**src/rtl/snake_pkg.sv**
```systemverilog
// Shared types and helpers for the snake engine: direction and state
// encodings plus small constant-evaluable utilities.
package snake_pkg;

    typedef enum logic [1:0] {
        DIR_R = 2'd0,
        DIR_D = 2'd1,
        DIR_L = 2'd2,
        DIR_U = 2'd3
    } dir_e;

    typedef enum logic [1:0] {
        ST_IDLE = 2'd0,
        ST_RUN  = 2'd1,
        ST_DEAD = 2'd2
    } state_e;

    // Opposite directions differ only in the upper encoding bit.
    function automatic dir_e opposite_dir(input dir_e d);
        return dir_e'(d ^ 2'b10);
    endfunction

    function automatic int clog2(input int value);
        int result;
        int v;
        result = 0;
        v = value - 1;
        for (int i = 0; i < 32; i++) begin
            if (v > 0) begin
                result++;
                v = v >> 1;
            end
        end
        return result;
    endfunction

endpackage

```
**src/rtl/snake_seg_match.sv**
```systemverilog
// Parallel match of one cell coordinate against every segment slot; slots
// at or beyond the supplied limit are masked out.
module snake_seg_match
    import snake_pkg::*;
#(
    parameter int MAX_LEN = 64,
    parameter int COORD_W = 6,
    parameter int LEN_W   = clog2(MAX_LEN + 1)
) (
    input  logic [MAX_LEN-1:0][COORD_W-1:0] seg_x,
    input  logic [MAX_LEN-1:0][COORD_W-1:0] seg_y,
    input  logic [LEN_W-1:0]                limit,
    input  logic [COORD_W-1:0]              query_x,
    input  logic [COORD_W-1:0]              query_y,
    output logic                            match
);

    logic [MAX_LEN-1:0] hit;

    for (genvar gi = 0; gi < MAX_LEN; gi++) begin : g_cmp
        localparam logic [LEN_W-1:0] SEG_IDX = LEN_W'(gi);
        assign hit[gi] = (SEG_IDX < limit)
                       && (seg_x[gi] == query_x)
                       && (seg_y[gi] == query_y);
    end

    assign match = |hit;

endmodule

```
**src/rtl/snake_engine.sv**
```systemverilog
// Snake body store and movement engine: advances the head per step strobe,
// resolves food, growth, self-collision and edges, and answers cell queries.
module snake_engine
    import snake_pkg::*;
#(
    parameter int MAX_LEN  = 64,
    parameter int COORD_W  = 6,
    parameter int GRID_W   = 40,
    parameter int GRID_H   = 30,
    parameter int INIT_LEN = 3,
    parameter int WRAP     = 1
) (
    input  logic                           clk,
    input  logic                           reset,
    input  logic                           step,
    input  logic                           start,
    input  logic [1:0]                     dir_in,
    input  logic [COORD_W-1:0]             food_x,
    input  logic [COORD_W-1:0]             food_y,
    input  logic [COORD_W-1:0]             pix_x,
    input  logic [COORD_W-1:0]             pix_y,
    output logic [COORD_W-1:0]             head_x,
    output logic [COORD_W-1:0]             head_y,
    output logic [$clog2(MAX_LEN+1)-1:0]   length,
    output logic                           bite,
    output logic                           dead,
    output logic                           pix_snake,
    output logic                           pix_head
);

    localparam int                 LEN_W    = $clog2(MAX_LEN + 1);
    localparam logic [COORD_W-1:0] X_MAX    = COORD_W'(GRID_W - 1);
    localparam logic [COORD_W-1:0] Y_MAX    = COORD_W'(GRID_H - 1);
    localparam logic [LEN_W-1:0]   LEN_INIT = LEN_W'(INIT_LEN);
    localparam logic [LEN_W-1:0]   LEN_MAX  = LEN_W'(MAX_LEN);
    localparam logic [COORD_W-1:0] ONE      = COORD_W'(1);
    localparam bit                 WRAP_EN  = (WRAP != 0);

    state_e                          state_reg;
    state_e                          state_next;
    dir_e                            cur_dir_reg;
    dir_e                            req_dir;
    dir_e                            eff_dir;
    logic [LEN_W-1:0]                length_reg;
    logic                            bite_reg;
    logic                            pix_snake_reg;
    logic                            pix_head_reg;

    logic [MAX_LEN-1:0][COORD_W-1:0] seg_x_reg;
    logic [MAX_LEN-1:0][COORD_W-1:0] seg_y_reg;
    logic [MAX_LEN-1:0][COORD_W-1:0] seg_x_init;
    logic [MAX_LEN-1:0][COORD_W-1:0] seg_y_init;
    logic [MAX_LEN-1:0][COORD_W-1:0] seg_x_shift;
    logic [MAX_LEN-1:0][COORD_W-1:0] seg_y_shift;

    logic [COORD_W-1:0]              nxt_x;
    logic [COORD_W-1:0]              nxt_y;
    logic                            edge_cross;
    logic                            hit_wall;
    logic                            grow;
    logic                            collide;
    logic                            pix_match;
    logic [LEN_W-1:0]                col_limit;

    logic                            do_init;
    logic                            do_move;
    logic                            dead_state;

    // Reset layout and one-cell shift of the body, built slot by slot.
    for (genvar gi = 0; gi < MAX_LEN; gi++) begin : g_seg
        localparam logic [COORD_W-1:0] INIT_X = COORD_W'(GRID_W / 2 - gi);
        localparam logic [COORD_W-1:0] INIT_Y = COORD_W'(GRID_H / 2);
        assign seg_x_init[gi] = INIT_X;
        assign seg_y_init[gi] = INIT_Y;
        if (gi == 0) begin : g_head
            assign seg_x_shift[gi] = nxt_x;
            assign seg_y_shift[gi] = nxt_y;
        end else begin : g_body
            assign seg_x_shift[gi] = seg_x_reg[gi-1];
            assign seg_y_shift[gi] = seg_y_reg[gi-1];
        end
    end

    // A request to reverse onto the neck is ignored.
    assign req_dir = dir_e'(dir_in);
    assign eff_dir = (req_dir == opposite_dir(cur_dir_reg)) ? cur_dir_reg : req_dir;

    always_comb begin
        nxt_x      = seg_x_reg[0];
        nxt_y      = seg_y_reg[0];
        edge_cross = 1'b0;
        case (eff_dir)
            DIR_R: begin
                if (seg_x_reg[0] == X_MAX) begin
                    nxt_x      = '0;
                    edge_cross = 1'b1;
                end else begin
                    nxt_x = seg_x_reg[0] + ONE;
                end
            end
            DIR_L: begin
                if (seg_x_reg[0] == '0) begin
                    nxt_x      = X_MAX;
                    edge_cross = 1'b1;
                end else begin
                    nxt_x = seg_x_reg[0] - ONE;
                end
            end
            DIR_D: begin
                if (seg_y_reg[0] == Y_MAX) begin
                    nxt_y      = '0;
                    edge_cross = 1'b1;
                end else begin
                    nxt_y = seg_y_reg[0] + ONE;
                end
            end
            default: begin
                if (seg_y_reg[0] == '0) begin
                    nxt_y      = Y_MAX;
                    edge_cross = 1'b1;
                end else begin
                    nxt_y = seg_y_reg[0] - ONE;
                end
            end
        endcase
    end

    assign hit_wall = edge_cross && !WRAP_EN;
    assign grow     = (nxt_x == food_x) && (nxt_y == food_y);

    // Without growth the tail vacates its cell this step, so it is excluded.
    assign col_limit = grow ? length_reg : (length_reg - LEN_W'(1));

    snake_seg_match #(
        .MAX_LEN (MAX_LEN),
        .COORD_W (COORD_W),
        .LEN_W   (LEN_W)
    ) u_col_match (
        .seg_x   (seg_x_reg),
        .seg_y   (seg_y_reg),
        .limit   (col_limit),
        .query_x (nxt_x),
        .query_y (nxt_y),
        .match   (collide)
    );

    snake_seg_match #(
        .MAX_LEN (MAX_LEN),
        .COORD_W (COORD_W),
        .LEN_W   (LEN_W)
    ) u_pix_match (
        .seg_x   (seg_x_reg),
        .seg_y   (seg_y_reg),
        .limit   (length_reg),
        .query_x (pix_x),
        .query_y (pix_y),
        .match   (pix_match)
    );

    always_ff @(posedge clk) begin
        if (reset) begin
            state_reg <= ST_IDLE;
        end else begin
            state_reg <= state_next;
        end
    end

    always_comb begin
        state_next = state_reg;
        case (state_reg)
            ST_IDLE: begin
                if (start) begin
                    state_next = ST_RUN;
                end
            end
            ST_RUN: begin
                if (step && (hit_wall || collide)) begin
                    state_next = ST_DEAD;
                end
            end
            ST_DEAD: begin
                if (start) begin
                    state_next = ST_RUN;
                end
            end
            default: state_next = ST_IDLE;
        endcase
    end

    always_comb begin
        do_init    = 1'b0;
        do_move    = 1'b0;
        dead_state = 1'b0;
        case (state_reg)
            ST_RUN: begin
                do_move = step && !hit_wall && !collide;
            end
            ST_DEAD: begin
                dead_state = 1'b1;
                do_init    = start;
            end
            default: ;
        endcase
    end

    always_ff @(posedge clk) begin
        if (reset || do_init) begin
            seg_x_reg   <= seg_x_init;
            seg_y_reg   <= seg_y_init;
            length_reg  <= LEN_INIT;
            cur_dir_reg <= DIR_R;
        end else if (do_move) begin
            seg_x_reg   <= seg_x_shift;
            seg_y_reg   <= seg_y_shift;
            cur_dir_reg <= eff_dir;
            if (grow && (length_reg != LEN_MAX)) begin
                length_reg <= length_reg + LEN_W'(1);
            end
        end
    end

    always_ff @(posedge clk) begin
        if (reset) begin
            bite_reg      <= 1'b0;
            pix_snake_reg <= 1'b0;
            pix_head_reg  <= 1'b0;
        end else begin
            bite_reg      <= do_move && grow;
            pix_snake_reg <= pix_match;
            pix_head_reg  <= (pix_x == seg_x_reg[0]) && (pix_y == seg_y_reg[0]);
        end
    end

    assign head_x    = seg_x_reg[0];
    assign head_y    = seg_y_reg[0];
    assign length    = length_reg;
    assign bite      = bite_reg;
    assign dead      = dead_state;
    assign pix_snake = pix_snake_reg;
    assign pix_head  = pix_head_reg;

endmodule

```
**config.mk**
```make
export PLATFORM = sky130hd
export DESIGN_NAME = snake_engine
export DESIGN_NICKNAME = d
export VERILOG_FILES = /design/src/rtl/snake_pkg.sv /design/src/rtl/snake_seg_match.sv /design/src/rtl/snake_engine.sv
export SDC_FILE = /design/constraint.sdc
export NUM_CORES = 2
export LEC_CHECK = 0
export BUFFER_PORTS_ARGS = -buffer_cell sky130_fd_sc_hd__buf_2
export CAP_MARGIN = 10
export CORE_MARGIN = 4
export CORE_UTILIZATION = 35
export CTS_CLUSTER_DIAMETER = 50
export DETAILED_ROUTE_END_ITERATION = 10
export PLACE_DENSITY = 0.59
export SYNTH_ARGS = -nofsm -noshare
export SYNTH_HDL_FRONTEND = slang
export SYNTH_HIERARCHICAL = 1
export SYNTH_SLANG_ARGS = --single-unit
export TNS_END_PERCENT = 1
```
**constraint.sdc**
```tcl
create_clock -name clk -period 14.3 [get_ports clk]
set_input_delay 2.86 -clock clk [delete_from_list [all_inputs] [get_ports clk]]
set_output_delay 2.86 -clock clk [all_outputs]
set_load 0.01 [all_outputs]
```
Yosys cells after proc, flatten, opt, wreduce, memory -nomap -nowiden
Cells that the tools add are included.

Bits of input ports: 30. Register bits: 782. Output and inout bits: 23. Word-level logic and storage cells: 827.

Bitwise logic cells: 1. Add/sub/neg operators: 6. Order comparisons: 128. Multiplexer cells: 14. Eq/ne operators: 270. Reductions and logical operators: 274.

Operator list (number): 6-bit == test (260); 6-bit by 7-bit less-than comparator with 1-bit output, first input constant (64); 1-bit logical AND (262); 5-bit by 7-bit less-than comparator with 1-bit output, first input constant (32); 64-bit OR reduction (2); 4-bit by 7-bit less-than comparator with 1-bit output, first input constant (16); 3-bit by 7-bit less-than comparator with 1-bit output, first input constant (8); 1-bit by 7-bit less-than comparator with 1-bit output, first input constant (4); 2-bit by 7-bit less-than comparator with 1-bit output, first input constant (4); 6-bit 2-to-1 mux (4); 6-bit one-hot mux with 2 select lines (2); 6-bit by 1-bit adder with 6-bit output, second input constant (2); 6-bit logical NOT (2); 6-bit by 1-bit subtractor with 6-bit output, second input constant (2); 7-bit by 1-bit adder with 7-bit output, second input constant (1); 7-bit 2-to-1 mux (1); 7-bit inequality test, second input constant (1); 7-bit by 1-bit subtractor with 7-bit output, second input constant (1); 6-bit by 5-bit == test with 1-bit output, second input constant (1); 6-bit == test, second input constant (1); 2-bit 2-to-1 mux (3); 2-bit by 1-bit == test with 1-bit output, second input constant (2); 2-bit == test, second input constant (2); 2-bit logical NOT (2); other kinds (10) (14).

Logic depth before layout (Yosys ltp)
Depth in word-level cells: 17. Depth in mapped cells: 28. Mapped depth without buffers: 22.

Hierarchy
Netlist, hierarchy kept.

Modules (own cells, without submodules): snake_engine (area an instance 28033.1 µm², instances 1, seq. area each 15655.0 µm², cells an instance 3599); snake_seg_match (area an instance 9636.7 µm², instances 2, seq. area each 0.0 µm², cells an instance 1230).

Worst setup path before layout
Ideal clock, no wire load.

Path kind: input to register. From: input port dir_in[0]. To: register seg_x_reg[102] in the netlist's numbering. Cell stages on the path: 25. Data arrival time: 8.586 ns. Data required time: 14.237 ns. Setup time: 0.063 ns. Buffers on the path: 7. Path slack: 5.651 ns. Cell sequence: buf_2 xor2_2 mux2i_2 nand4_1 a31oi_1 mux2_2 nor4_1 and4b_4 buf_6 nor4_2 xor2_1 or4b_4 buf_6 o2111ai_2 nor3_1 nor4_1 or4b_1 or4_1 and3b_1 clkbuf_1 clkbuf_1 clkbuf_1 clkbuf_1 nand2_1 nand3_1.

Cells in the longest elaborated chain, start to end: 15. Elaborated cells on any way between the ends: 336. Classes of those cells: order compare (64); eq/ne (133); mux (5); reduce/logical (134).

RTL lines: start: declaration (RTL line snake_engine.sv:17) `input logic [1:0] dir_in,`; 2-bit == test (RTL line snake_engine.sv:86) `assign eff_dir = (req_dir == opposite_dir(cur_dir_reg)) ? cur_dir_reg : req_dir;`; 2-bit 2-to-1 mux * (RTL line snake_engine.sv:86); 2-bit == test or 2-bit logical NOT (tied branches) (RTL line snake_engine.sv:92) `case (eff_dir)`; 2-bit OR reduction (no line); 6-bit one-hot mux with 2 select lines (RTL line snake_engine.sv:92); 6-bit == test (RTL line snake_engine.sv:129) `assign grow = (nxt_x == food_x) && (nxt_y == food_y);`; 1-bit logical AND * (RTL line snake_engine.sv:129); 7-bit 2-to-1 mux * (RTL line snake_engine.sv:132) `assign col_limit = grow ? length_reg : (length_reg - LEN_W'(1));`; named net col_limit[5] (RTL line snake_engine.sv:63) `logic [LEN_W-1:0] col_limit;`; 1-bit by 7-bit less-than comparator with 1-bit output, or another cell as far along (RTL line snake_seg_match.sv:22) `assign hit[gi] = (SEG_IDX < limit)`; 1-bit logical AND (RTL line snake_seg_match.sv:23) `&& (seg_x[gi] == query_x)`; 1-bit logical AND (RTL line snake_seg_match.sv:24) `&& (seg_y[gi] == query_y);`; 64-bit OR reduction * (RTL line snake_seg_match.sv:27) `assign match = |hit;`; named net collide (RTL line snake_engine.sv:61) `logic collide;`; 1-bit logical NOT * (RTL line snake_engine.sv:196) `do_move = step && !hit_wall && !collide;`; 1-bit logical AND * (RTL line snake_engine.sv:196); 1-bit 2-to-1 mux * (RTL line snake_engine.sv:194) `case (state_reg)`; end signal: assignment (RTL line snake_engine.sv:208) `seg_x_reg <= seg_x_init;`; end signal: assignment (RTL line snake_engine.sv:213) `seg_x_reg <= seg_x_shift;`; end: declaration (RTL line snake_engine.sv:49) `logic [MAX_LEN-1:0][COORD_W-1:0] seg_x_reg;`.

The timed path passes the listed nets; every way through them passes the cells marked *. A chain may end at the register's enable or synchronous reset.

Worst setup path in the final report
From: input port dir_in[0]. To: register seg_x_reg[316] in the netlist's numbering.

Cells in the longest elaborated chain, start to end: 15. Elaborated cells on any way between the ends: 336. Classes of those cells: order compare (64); eq/ne (133); mux (5); reduce/logical (134).

RTL lines: 2-bit == test (RTL line snake_engine.sv:86); 2-bit 2-to-1 mux * (RTL line snake_engine.sv:86); 2-bit == test or 2-bit logical NOT (tied branches) (RTL line snake_engine.sv:92); 2-bit OR reduction (no line); 6-bit one-hot mux with 2 select lines * (RTL line snake_engine.sv:92); named net nxt_y[5] (RTL line snake_engine.sv:57) `logic [COORD_W-1:0] nxt_y;`; 6-bit == test * (RTL line snake_engine.sv:129); 1-bit logical AND * (RTL line snake_engine.sv:129); [1 not listed]; named net col_limit[6] (RTL line snake_engine.sv:63); 1-bit by 7-bit less-than comparator with 1-bit output, or another cell as far along (RTL line snake_seg_match.sv:22); 1-bit logical AND (RTL line snake_seg_match.sv:23); 1-bit logical AND (RTL line snake_seg_match.sv:24); 64-bit OR reduction * (RTL line snake_seg_match.sv:27); named net collide (RTL line snake_engine.sv:61); 1-bit logical NOT * (RTL line snake_engine.sv:196); 1-bit logical AND * (RTL line snake_engine.sv:196); 1-bit 2-to-1 mux * (RTL line snake_engine.sv:194).

Marks and branches as above.

==> results.cfg <==
[run_status]
outcome = complete, no violations

[clock_network]
htreeDepth = 3
cts.sinks = 782
clk_pin_slew_ps = 60
cts-root-buf = clkbuf_16
cts_resized = 0
cts_hold_buf = 0
clkLatencyLatePin_ps = 740
numCtsBuffers = 103
cts_tree = yes
postCtsSetupRepairBufs = 0
cts_buffer_depth = 3

[synthesis]
synth_nets = 6098
avgSynthCellArea_sq_um = 7.808
ys_ff_latch = 782
synth_area_sq_um = 47310
ys_seq_area_frac = 0.3309
synthCells = 6059
synthArstFlopShare = 0
synth_ff_type = dfxtp_1
ys_warn_count = 6
yosysUniqueCellTypes = 79
synth-edff-count = 0

[worst_hold_path]
min_path_type = reg -> reg
whs_endpoint = seg_y_reg[340]
hold_depth = 2
hp-start = seg_y_reg[334]

[timing]
period_needed_ps = 11290
finalMaxSlewViolations = 0
fin_skew_ps = 69.69
fin_setup_tns_ps = 0
min_period_over_period = 0.7894
clock.fmax_ghz = 0.08858
worstMarginPinSlew_ps = 1411
rsz0062_at_grt = false
slew_headroom = 0.05683
finalHoldViolCount = 0
setup_viol = 0

[floorplan]
core_sq_um = 133800
die_y_um = 375.6
ios = 53
num_rows = 134
initial_utilization = 0.3536
die_w_um = 375.6
dieArea_sq_um = 141100

[grt]
grt_first_pass_wirelength_um = 272600
grt_max_degree = 239
grt_util_met1 = 0.3333
antenna_found_initial = 3
grt_util_met3 = 0.04750
grtUsageMet2 = 0.3880
grt.busiest_layer = met2
grt_pass1_vias = 40827
overflow = 0
grt_usage = 0.2516

[critical_path]
crit_path_start_kind = input port
critPathKind = in -> reg
arrival_ps = 11890
end_kind = flip-flop
worstPathMaxFanout = 76
r2r_end = seg_x_reg[316]
r2r_start = head_x[0]
reg2regPathDepth = 22
r2r_slack_ps = 4500
critPathRequiredTime_ps = 14900

[cells_and_area]
drive_above_1_share = 0.06301
final_common_cell = nand2_1
nets = 5859
design_area_sq_um = 52110
final_cell_mix = 1564 x nand2_1, 907 x xnor2_1, 782 x dfxtp_1
area_growth_syn_to_layout_pct = 10.15

[route]
drtIter0Drc = 5175
num_vias = 43575
viasPerCell = 5.678
firstDrtPassIters = 6
wl_um = 185600
wl_per_cell_um = 24.18
remaining_drc_errors = 0
ant_nets = 0

[pwr]
power.density_nw_per_um2 = 123.0
peakVddDrop_uv = 97.38
p_leak_nw = 19.30

[placed_design]
hpwl_um = 114100
dpl_cell_area_sq_um = 48410
gp_congestion = 0.9460
port_buffers = 52

[flow_run]
maxCapViolations = 0
critical path, stage by stage:
cell and delay (ps):
buf_2 440, inv_1 180, nor4_1 420, nand2_1 90, nand3b_1 150, buf_12 550, xor2_1 140, nor3_1 290
nand4_1 410, nand3_1 290, xnor2_2 380, or2_2 650, nor3_4 560, a2111oi_0 410, a211oi_1 510, nand4_1 210
or4b_1 570, or4_1 590, and3b_4 970, buf_4 790, nand2_1 150, a21oi_1 140
how the worst max path moves through the flow:
stage	from	end	slack (ps)	depth (start not counted)
floorplan	dir_in[0]	seg_x_reg[102]	5650	25
global placement	dir_in[0]	seg_y_reg[209]	2340	21
detailed placement	dir_in[0]	seg_x_reg[316]	2580	21
CTS	dir_in[0]	seg_x_reg[316]	3290	21
global route	dir_in[0]	seg_x_reg[204]	2850	22
finish	dir_in[0]	seg_x_reg[316]	3010	22
cells by family after synthesis:
kind of cell | after synthesis | share of synthesized area
buf+inv | 510 | 0.05295
mux | 13 | 0.003015
xor+xnor | 1569 | 0.2906
fa+ha+maj | 9 | 0.002380
simple gates | 2629 | 0.2520
flops | 782 | 0.3309
compound gates | 547 | 0.06808
cell type report:
class / instances / area (sq um)
sequential: 782 / 15660
multi-input combinational: 4767 / 29290
fill: 13700 / 81690
inverter: 23 / 101.3
clock inverter: 57 / 824.5
timing repair buffer: 143 / 1161
antenna: 2 / 5.005
tap: 1768 / 2212
clock buffer: 132 / 2858
per-layer routing:
layer  part of all wire  vias to the layer above
li1                   -                    19669
met1               0.41                    21169
met2               0.43                     2184
met3              0.096                      551
met4              0.060                        2
met5           0.000065                        -
where the power goes:
| part | switching (W) | total (W) | internal [W] |
|---|---|---|---|
| Combinational | 0.000713 | 0.00115 | 0.000438 |
| Clock | 0.00111 | 0.00280 | 0.00168 |
| Sequential | 0.000174 | 0.00246 | 0.00229 |
| Total | 0.00200 | 0.00641 | 0.00441 |
through the flow:
stage	hold slack (ps)	std cells	total power, W	worst slack, ps	utilization
finish	487.1	7674	0.006409	3011	0.3895
global route	511.5	7672	0.006612	2850	0.3894
CTS	492.5	7670	0.006402	3287	0.3894
detailed placement	497.5	7481	0.003624	2575	0.3618
global placement	487.5	7478	0.003600	2336	0.3617
floorplan	474.8	6059	0.003317	5651	-
synth_stat cells (10+ instances only):
library cell	instances	area, sq um
nor3_1	32	160.2
xor2_1	659	5772
or4_1	10	75.07
dfxtp_1	782	15660
a2111oi_0	20	175.2
buf_4	116	870.8
nand2_1	1564	5871
a31oi_1	23	143.9
clkbuf_1	264	991.0
nor2_1	43	161.4
o2111ai_1	30	262.8
a211oi_1	10	75.07
nand4_1	226	1414
inv_1	23	86.33
buf_2	74	370.4
o211ai_1	11	82.58
o21ai_0	40	200.2
a21oi_1	360	1802
xnor2_1	909	7961
buf_1	23	86.33
nand3_1	480	2402
nor4_1	205	1282
No activity file was read; power rests on OpenSTA's default activity.
